[src/rtl/vga_timing_gen.sv]
// VGA timing generator: raster counters, sync generation, frame-aligned display
// enable and a latency-matched colour output stage.
//
// Stage 0 is the counter stage (o_x/o_y). Sync and blank information is carried
// through PIX_LAT registered stages so that sync and colour leave the block
// aligned. The pixel source answers a request for (o_x,o_y) PIX_LAT-1 cycles
// later; the final colour register adds the last stage. PIX_LAT must lie in 1..4.
module vga_timing_gen #(
   parameter int unsigned H_ACTIVE   = 640,
   parameter int unsigned H_FP       = 16,
   parameter int unsigned H_SYNC     = 96,
   parameter int unsigned H_BP       = 48,
   parameter int unsigned V_ACTIVE   = 480,
   parameter int unsigned V_FP       = 10,
   parameter int unsigned V_SYNC     = 2,
   parameter int unsigned V_BP       = 33,
   parameter bit          HSYNC_POL  = 1'b0,
   parameter bit          VSYNC_POL  = 1'b0,
   parameter int unsigned COLOR_BITS = 4,
   parameter int unsigned PIX_LAT    = 2,
   localparam int unsigned H_TOTAL   = H_ACTIVE + H_FP + H_SYNC + H_BP,
   localparam int unsigned V_TOTAL   = V_ACTIVE + V_FP + V_SYNC + V_BP,
   localparam int unsigned XW        = $clog2(H_TOTAL),
   localparam int unsigned YW        = $clog2(V_TOTAL)
) (
   input  logic                  i_clk25Mhz,
   input  logic                  i_reset,
   input  logic                  i_cs,
   input  logic [COLOR_BITS-1:0] i_red,
   input  logic [COLOR_BITS-1:0] i_green,
   input  logic [COLOR_BITS-1:0] i_blue,
   output logic [XW-1:0]         o_x,
   output logic [YW-1:0]         o_y,
   output logic                  o_pixReq,
   output logic                  o_frameStart,
   output logic                  o_hsync,
   output logic                  o_vsync,
   output logic [COLOR_BITS-1:0] o_red,
   output logic [COLOR_BITS-1:0] o_green,
   output logic [COLOR_BITS-1:0] o_blue
);

   // Compare constants carry one spare bit so a sync window ending exactly at
   // a power-of-two total does not wrap.
   localparam logic [XW:0]   H_ACT_C   = (XW+1)'(H_ACTIVE);
   localparam logic [XW:0]   HS_BEG_C  = (XW+1)'(H_ACTIVE + H_FP);
   localparam logic [XW:0]   HS_END_C  = (XW+1)'(H_ACTIVE + H_FP + H_SYNC);
   localparam logic [XW-1:0] H_LAST_C  = XW'(H_TOTAL - 1);
   localparam logic [YW:0]   V_ACT_C   = (YW+1)'(V_ACTIVE);
   localparam logic [YW:0]   VS_BEG_C  = (YW+1)'(V_ACTIVE + V_FP);
   localparam logic [YW:0]   VS_END_C  = (YW+1)'(V_ACTIVE + V_FP + V_SYNC);
   localparam logic [YW-1:0] V_LAST_C  = YW'(V_TOTAL - 1);

   typedef enum logic [1:0] {StOff, StArm, StOn} en_state_e;

   logic [XW-1:0] h_cnt_q, h_cnt_d;
   logic [YW-1:0] v_cnt_q, v_cnt_d;
   logic          h_wrap;
   logic [XW:0]   hx;
   logic [YW:0]   vy;

   logic          act0, fs0, hs0, vs0, en0, show0, show_tap;

   en_state_e     state_q, state_d;

   logic [PIX_LAT-1:0] hs_q, vs_q;
   logic [PIX_LAT:0]   hs_all, vs_all;

   logic [COLOR_BITS-1:0] red_q, green_q, blue_q;

   // Next raster position: horizontal wraps every line, vertical steps on wrap.
   always_comb begin
      h_wrap  = (h_cnt_q == H_LAST_C);
      h_cnt_d = h_wrap ? '0 : h_cnt_q + 1'b1;
      v_cnt_d = v_cnt_q;
      if (h_wrap) begin
         v_cnt_d = (v_cnt_q == V_LAST_C) ? '0 : v_cnt_q + 1'b1;
      end
   end

   // Raster counter registers; reset aborts the frame at once.
   always_ff @(posedge i_clk25Mhz or negedge i_reset) begin
      if (!i_reset) begin
         h_cnt_q <= '0;
         v_cnt_q <= '0;
      end else begin
         h_cnt_q <= h_cnt_d;
         v_cnt_q <= v_cnt_d;
      end
   end

   // Stage-0 decode of the counter position.
   always_comb begin
      hx   = {1'b0, h_cnt_q};
      vy   = {1'b0, v_cnt_q};
      act0 = (hx < H_ACT_C) && (vy < V_ACT_C);
      fs0  = (h_cnt_q == '0) && (v_cnt_q == '0);
      hs0  = (hx >= HS_BEG_C) && (hx < HS_END_C);
      vs0  = (vy >= VS_BEG_C) && (vy < VS_END_C);
   end

   assign o_x = h_cnt_q;
   assign o_y = v_cnt_q;

   // Counters already sit at 0 during reset, so the strobes are masked by it.
   assign o_pixReq     = act0 & i_reset;
   assign o_frameStart = fs0 & i_reset;

   // Enable FSM next state; the display only turns on at pixel (0,0).
   always_comb begin
      state_d = state_q;
      unique case (state_q)
         StOff: if (i_cs) state_d = StArm;
         StArm: begin
            if (!i_cs) begin
               state_d = StOff;
            end else if (fs0) begin
               state_d = StOn;
            end
         end
         StOn:  if (!i_cs) state_d = StOff;
         default: state_d = StOff;
      endcase
   end

   // Enable FSM state register.
   always_ff @(posedge i_clk25Mhz or negedge i_reset) begin
      if (!i_reset) begin
         state_q <= StOff;
      end else begin
         state_q <= state_d;
      end
   end

   // Stage-0 enable; gating with i_cs makes disable immediate at stage 0.
   always_comb begin
      en0   = i_cs & ((state_q == StOn) | ((state_q == StArm) & fs0));
      show0 = act0 & en0;
   end

   assign hs_all = {hs_q, hs0};
   assign vs_all = {vs_q, vs0};

   // Sync pipeline: PIX_LAT stages of "asserted" flags.
   always_ff @(posedge i_clk25Mhz or negedge i_reset) begin
      if (!i_reset) begin
         hs_q <= '0;
         vs_q <= '0;
      end else begin
         hs_q <= hs_all[PIX_LAT-1:0];
         vs_q <= vs_all[PIX_LAT-1:0];
      end
   end

   assign o_hsync = hs_all[PIX_LAT] ? HSYNC_POL : ~HSYNC_POL;
   assign o_vsync = vs_all[PIX_LAT] ? VSYNC_POL : ~VSYNC_POL;

   // Active and enable travel together as one "show" flag; only their AND is
   // ever consumed. It is tapped one stage early to meet the colour register.
   if (PIX_LAT > 1) begin : g_show_pipe
      logic [PIX_LAT-2:0] show_q;
      logic [PIX_LAT-1:0] show_all;

      assign show_all = {show_q, show0};
      assign show_tap = show_all[PIX_LAT-1];

      // Show-flag delay line.
      always_ff @(posedge i_clk25Mhz or negedge i_reset) begin
         if (!i_reset) begin
            show_q <= '0;
         end else begin
            show_q <= show_all[PIX_LAT-2:0];
         end
      end
   end else begin : g_show_comb
      assign show_tap = show0;
   end

   // Colour register: source data when shown, black otherwise.
   always_ff @(posedge i_clk25Mhz or negedge i_reset) begin
      if (!i_reset) begin
         red_q   <= '0;
         green_q <= '0;
         blue_q  <= '0;
      end else if (show_tap) begin
         red_q   <= i_red;
         green_q <= i_green;
         blue_q  <= i_blue;
      end else begin
         red_q   <= '0;
         green_q <= '0;
         blue_q  <= '0;
      end
   end

   assign o_red   = red_q;
   assign o_green = green_q;
   assign o_blue  = blue_q;

endmodule

[config.mk]
export PLATFORM = sky130hd
export DESIGN_NAME = vga_timing_gen
export DESIGN_NICKNAME = d
export VERILOG_FILES = /design/src/rtl/vga_timing_gen.sv
export SDC_FILE = /design/constraint.sdc
export NUM_CORES = 1
export LEC_CHECK = 0
export BUFFER_PORTS_ARGS = -buffer_cell sky130_fd_sc_hd__buf_2
export CAP_MARGIN = 20
export CORE_ASPECT_RATIO = 1.2
export CORE_UTILIZATION = 50
export CTS_CLUSTER_DIAMETER = 40
export CTS_CLUSTER_SIZE = 40
export DETAILED_ROUTE_END_ITERATION = 12
export GPL_TIMING_DRIVEN = 0
export PLACE_DENSITY = 0.9
export SETUP_SLACK_MARGIN = 0.05
export SLEW_MARGIN = 20
export SYNTH_ARGS = -nofsm -noshare
export SYNTH_HDL_FRONTEND = slang
export SYNTH_SLANG_ARGS = --single-unit
[constraint.sdc]
create_clock -name i_clk25Mhz -period 2.1 [get_ports i_clk25Mhz]
set_input_delay 0.105 -clock i_clk25Mhz [delete_from_list [all_inputs] [get_ports i_clk25Mhz]]
set_output_delay 0.105 -clock i_clk25Mhz [all_outputs]
set_load 0.01 [all_outputs]
==> impl_table.tex <==
\begin{tabular}{lr}
\hline
Metric & Value \\
\hline
\multicolumn{2}{l}{\textbf{Run status}} \\
Outcome & completed \\
\multicolumn{2}{l}{\textbf{Global routing}} \\
Number of antenna violations at the first check in global routing & 0 \\
Largest net degree at the start of global routing & 42 \\
First-pass GRT wire length & 5.52 mm \\
Overall track demand over capacity in global routing & between 10\% and 20\% \\
Remaining Overflow, GRT & 0 \\
Via count of the first global-routing pass & about 1300 \\
\multicolumn{2}{l}{\textbf{Critical path}} \\
Type of the worst setup path & flop to output pin \\
R2r setup slk & approximately 0.25 ns \\
Destination of the worst register-to-register timing path & o\_y[8]\$\_DFFE\_PN0N\_ \\
Worst-path maximum fanout & 7 \\
Worst EP required & roughly 2 ns \\
Worst r2r path cells & 7 \\
Kind of capture point of the worst setup path & output pin \\
Kind of launch point of the worst setup path & flop \\
Signal arrival time at the worst endpoint & $\sim$1.8 ns \\
Startpoint of the worst-slack reg-to-reg timing path & o\_x[0]\$\_DFF\_PN0\_ \\
\multicolumn{2}{l}{\textbf{STA}} \\
Setup slack of the critical path after layout & 0.170 ns \\
Fin crit share & around nine tenths \\
Final-report max-slew violation count & 0 \\
Worst-case clock skew & 0.00656 ns \\
Number of hold violations in the final report & 0 \\
Unrepaired setup endpoints after global routing & no \\
Relative slew margins & around 44\% \\
Min cycle time layout & 1.93 ns \\
Aggregate negative setup slack & 0 ns \\
Number of setup violations in the final report & 0 \\
Pin slew with the least headroom to its limit & between 0.8 and 0.9 ns \\
Maximum clock frequency & about 520 MHz \\
\multicolumn{2}{l}{\textbf{Finish}} \\
Layout Nets & between 200 and 250 \\
Area overhead of the layout relative to synthesis & 23.6\% \\
Final Cell Area & between 2000 and 2500 um2 \\
Most frequent standard cell in the layout excluding fill and tap cells & buf\_2 \\
Ratio of cells with drive above 1 in the final layout & around 33\% \\
Commonest cells after routing, fill and taps aside & 52 x buf\_2, 39 x dfrtp\_1, 15 x and2\_1 \\
Antenna fix cells & 0 \\
Fill cell count & roughly 270 \\
Post-layout util & $\sim$65\% \\
\multicolumn{2}{l}{\textbf{Floorplan}} \\
Initial Utilization & between 50\% and 60\% \\
Placement row count & 23 \\
Chip width & $\sim$56 um \\
Core region area & between 3000 and 4000 um2 \\
Height of the chip & around 66 um \\
Die area & 3700 um2 \\
Boundary pin count & 51 \\
\multicolumn{2}{l}{\textbf{Detailed routing}} \\
Count of nets left with antenna violations after detail routing & 0 \\
Total iterations of the first detailed-routing run & 4 \\
Avg Vias per Cell & between 5 and 6 \\
First-iteration detailed-routing DRC count & 26 \\
Vias after detailed routing & 1372 \\
Total detailed-routing wirelength & between 3 and 4 mm \\
Avg WL per Cell & $\sim$13 um \\
Post-detailed-route DRC marker count & 0 \\
\multicolumn{2}{l}{\textbf{Placement}} \\
Place WS & about 0.26 ns \\
IO Port Bufs & 50 \\
Area post-placement & $\sim$2000 um2 \\
Routability congestion estimate from global placement & 0.823 \\
Hpwl dp & roughly 2.4 mm \\
\multicolumn{2}{l}{\textbf{Yosys}} \\
Syn Inst Count & 158 \\
Synthesized Nets & $\sim$180 \\
Mapped Area & between 1500 and 2000 um2 \\
Syn. warnings & 0 \\
Number of flip-flops and latches in the synthesized netlist & 39 \\
Netlist cell types & 36 \\
Mean cell area of the mapped netlist & 11.0 um2 \\
Proportion of synthesized chip area in sequential cells & between 50\% and 60\% \\
\multicolumn{2}{l}{\textbf{Clock network}} \\
Num CTS Buffers & 5 \\
Number of buffers between clock root and the deepest sink & 2 \\
Post-CTS setup repair buffer count & 0 \\
Skew-Pair Late Insertion Delay & 0.29 ns \\
Clock tree from TritonCTS & yes \\
Register clock-pin slew on the reported worst setup and hold paths & $\sim$0.08 ns \\
Root Driver & clkbuf\_8 \\
H-tree levels & 2 \\
CTS Sinks & 39 \\
\multicolumn{2}{l}{\textbf{Power and ir drop}} \\
Total power density per cell area & around 600 nW/um2 \\
Worst supply voltage drop on vdd & between 0.4 and 0.5 mV \\
Leakage component of the power & $\sim$1.1 nW \\
\multicolumn{2}{l}{\textbf{Hold path}} \\
Worst hold path type & input pin to flop \\
Capture endpoint of the worst hold path & o\_red[3]\$\_DFF\_PN0\_ \\
Number of stages on the worst hold path & 2 \\
Hold\_sp & i\_red[3] \\
\multicolumn{2}{l}{\textbf{Flow run}} \\
Max-capacitance violation count & 0 \\
\hline
\end{tabular}
==> power breakdown <==
| part | leakage [nW] | total, mW | switching [mW] | internal [mW] |
|---|---|---|---|---|
| Clock | 0.0402 | 0.496 | 0.265 | 0.231 |
| Combinational | 0.563 | 0.0310 | 0.0187 | 0.0122 |
| Sequential | 0.528 | 0.752 | 0.000663 | 0.751 |
| Total | 1.13 | 1.28 | 0.285 | 0.994 |
==> critical path, stage by stage, from the launching register on <==
cell,delay [ns]
dfrtp_1,0.45
inv_1,0.10
ha_1,0.17
nor4b_2,0.28
nand2_1,0.13
nor2_1,0.14
and2_1,0.13
buf_2,0.13
==> what timing repair did <==
item | in CTS | in global routing
setup endpoints to repair | 0 | 1
hold buffers | 1 | 0
resized for setup | 0 | 2
endpoints found under the hold margin | 39 | 0
==> through the flow <==
step	hold slack [ns]	cells	total power [mW]
after floorplan	-0.191	158	0.770
after global placement	0.249	245	0.798
after detailed placement	0.265	245	0.798
after CTS	0.0182	254	1.29
after global routing	0.0235	254	1.33
final	0.0255	254	1.28
==> flip-flops by register name, summed over array words and instances, names as in the netlist <==
register and flops:
vs_q 2, hs_q 2, o_y 10, state_q 2
o_x 10, o_red 4, o_green 4, g_show_pipe.show_q 1
o_blue 4
==> Yosys cell counts <==
library cell | n | area, um2
dfrtp_1 | 39 | 976
and2_1 | 15 | 93.8
nand2_1 | 12 | 45.0
nand3_1 | 9 | 45.0
nor2_1 | 8 | 30.0
inv_1 | 7 | 26.3
a21oi_1 | 5 | 25.0
nand4_1 | 5 | 31.3
o21ai_0 | 5 | 25.0
xor2_1 | 5 | 43.8
ha_1 | 4 | 50.1
nand2b_1 | 4 | 25.0
nor3_1 | 4 | 20.0
xnor2_1 | 4 | 35.0
and3_2 | 3 | 22.5
o31ai_1 | 3 | 22.5
a31oi_1 | 2 | 12.5
and3_1 | 2 | 12.5
buf_2 | 2 | 10.0
mux2i_1 | 2 | 20.0
nor4_1 | 2 | 12.5
nor4b_1 | 2 | 17.5
a21boi_0 | 1 | 7.51
a41oi_1 | 1 | 8.76
and2_2 | 1 | 7.51
and3b_1 | 1 | 8.76
and3b_2 | 1 | 10.0
and4_4 | 1 | 11.3
buf_4 | 1 | 7.51
clkbuf_1 | 1 | 3.75
clkbuf_2 | 1 | 5.00
nand3_4 | 1 | 17.5
nor2_8 | 1 | 20.0
o21a_1 | 1 | 7.51
or3_1 | 1 | 6.26
or4_1 | 1 | 7.51
==> worst max-delay path by stage <==
stage / endpoint / depth (start not counted) / start
2_1_floorplan: o_y[9]$_DFFE_PN0N_ / 5 / o_x[0]$_DFF_PN0_
3_3_place_gp: o_y[8]$_DFFE_PN0N_ / 7 / o_x[0]$_DFF_PN0_
3_5_place_dp: o_y[8]$_DFFE_PN0N_ / 7 / o_x[0]$_DFF_PN0_
4_1_cts: o_frameStart / 7 / o_y[1]$_DFFE_PN0N_
5_1_grt: o_frameStart / 7 / o_y[1]$_DFFE_PN0N_
6_report: o_frameStart / 7 / o_y[1]$_DFFE_PN0N_
==> cells by family after synthesis <==
group	after synthesis	share of synthesized area, %
flops	39	56.4
mux	2	1.16
fa+ha+maj	4	2.89
simple gates	74	25.7
compound gates	18	6.29
xor+xnor	9	4.55
buf+inv	12	3.04
==> routing by layer <==
metal	wire (um)	share of wire (%)	GRT usage, %	vias to the layer above
li1	-	-	-	659
met1	1430	43	22.7	652
met2	1620	49	34.2	56
met3	220	6.6	5.87	5
met4	55	1.7	8.44	0
met5	0	0	0	-
==> cell type report <==
class | instances | area [um2] | area share [%]
well taps | 37 | 46.3 | 2.17
flip-flops and latches | 39 | 976 | 45.6
multi-input cells | 107 | 714 | 33.4
clock inverters | 3 | 20.0 | 0.936
plain buffers | 5 | 26.3 | 1.23
inverters | 7 | 26.3 | 1.23
clock buffers | 5 | 68.8 | 3.22
repair buffers | 51 | 260 | 12.2
Note: power is estimated with default switching activity, not from simulation.
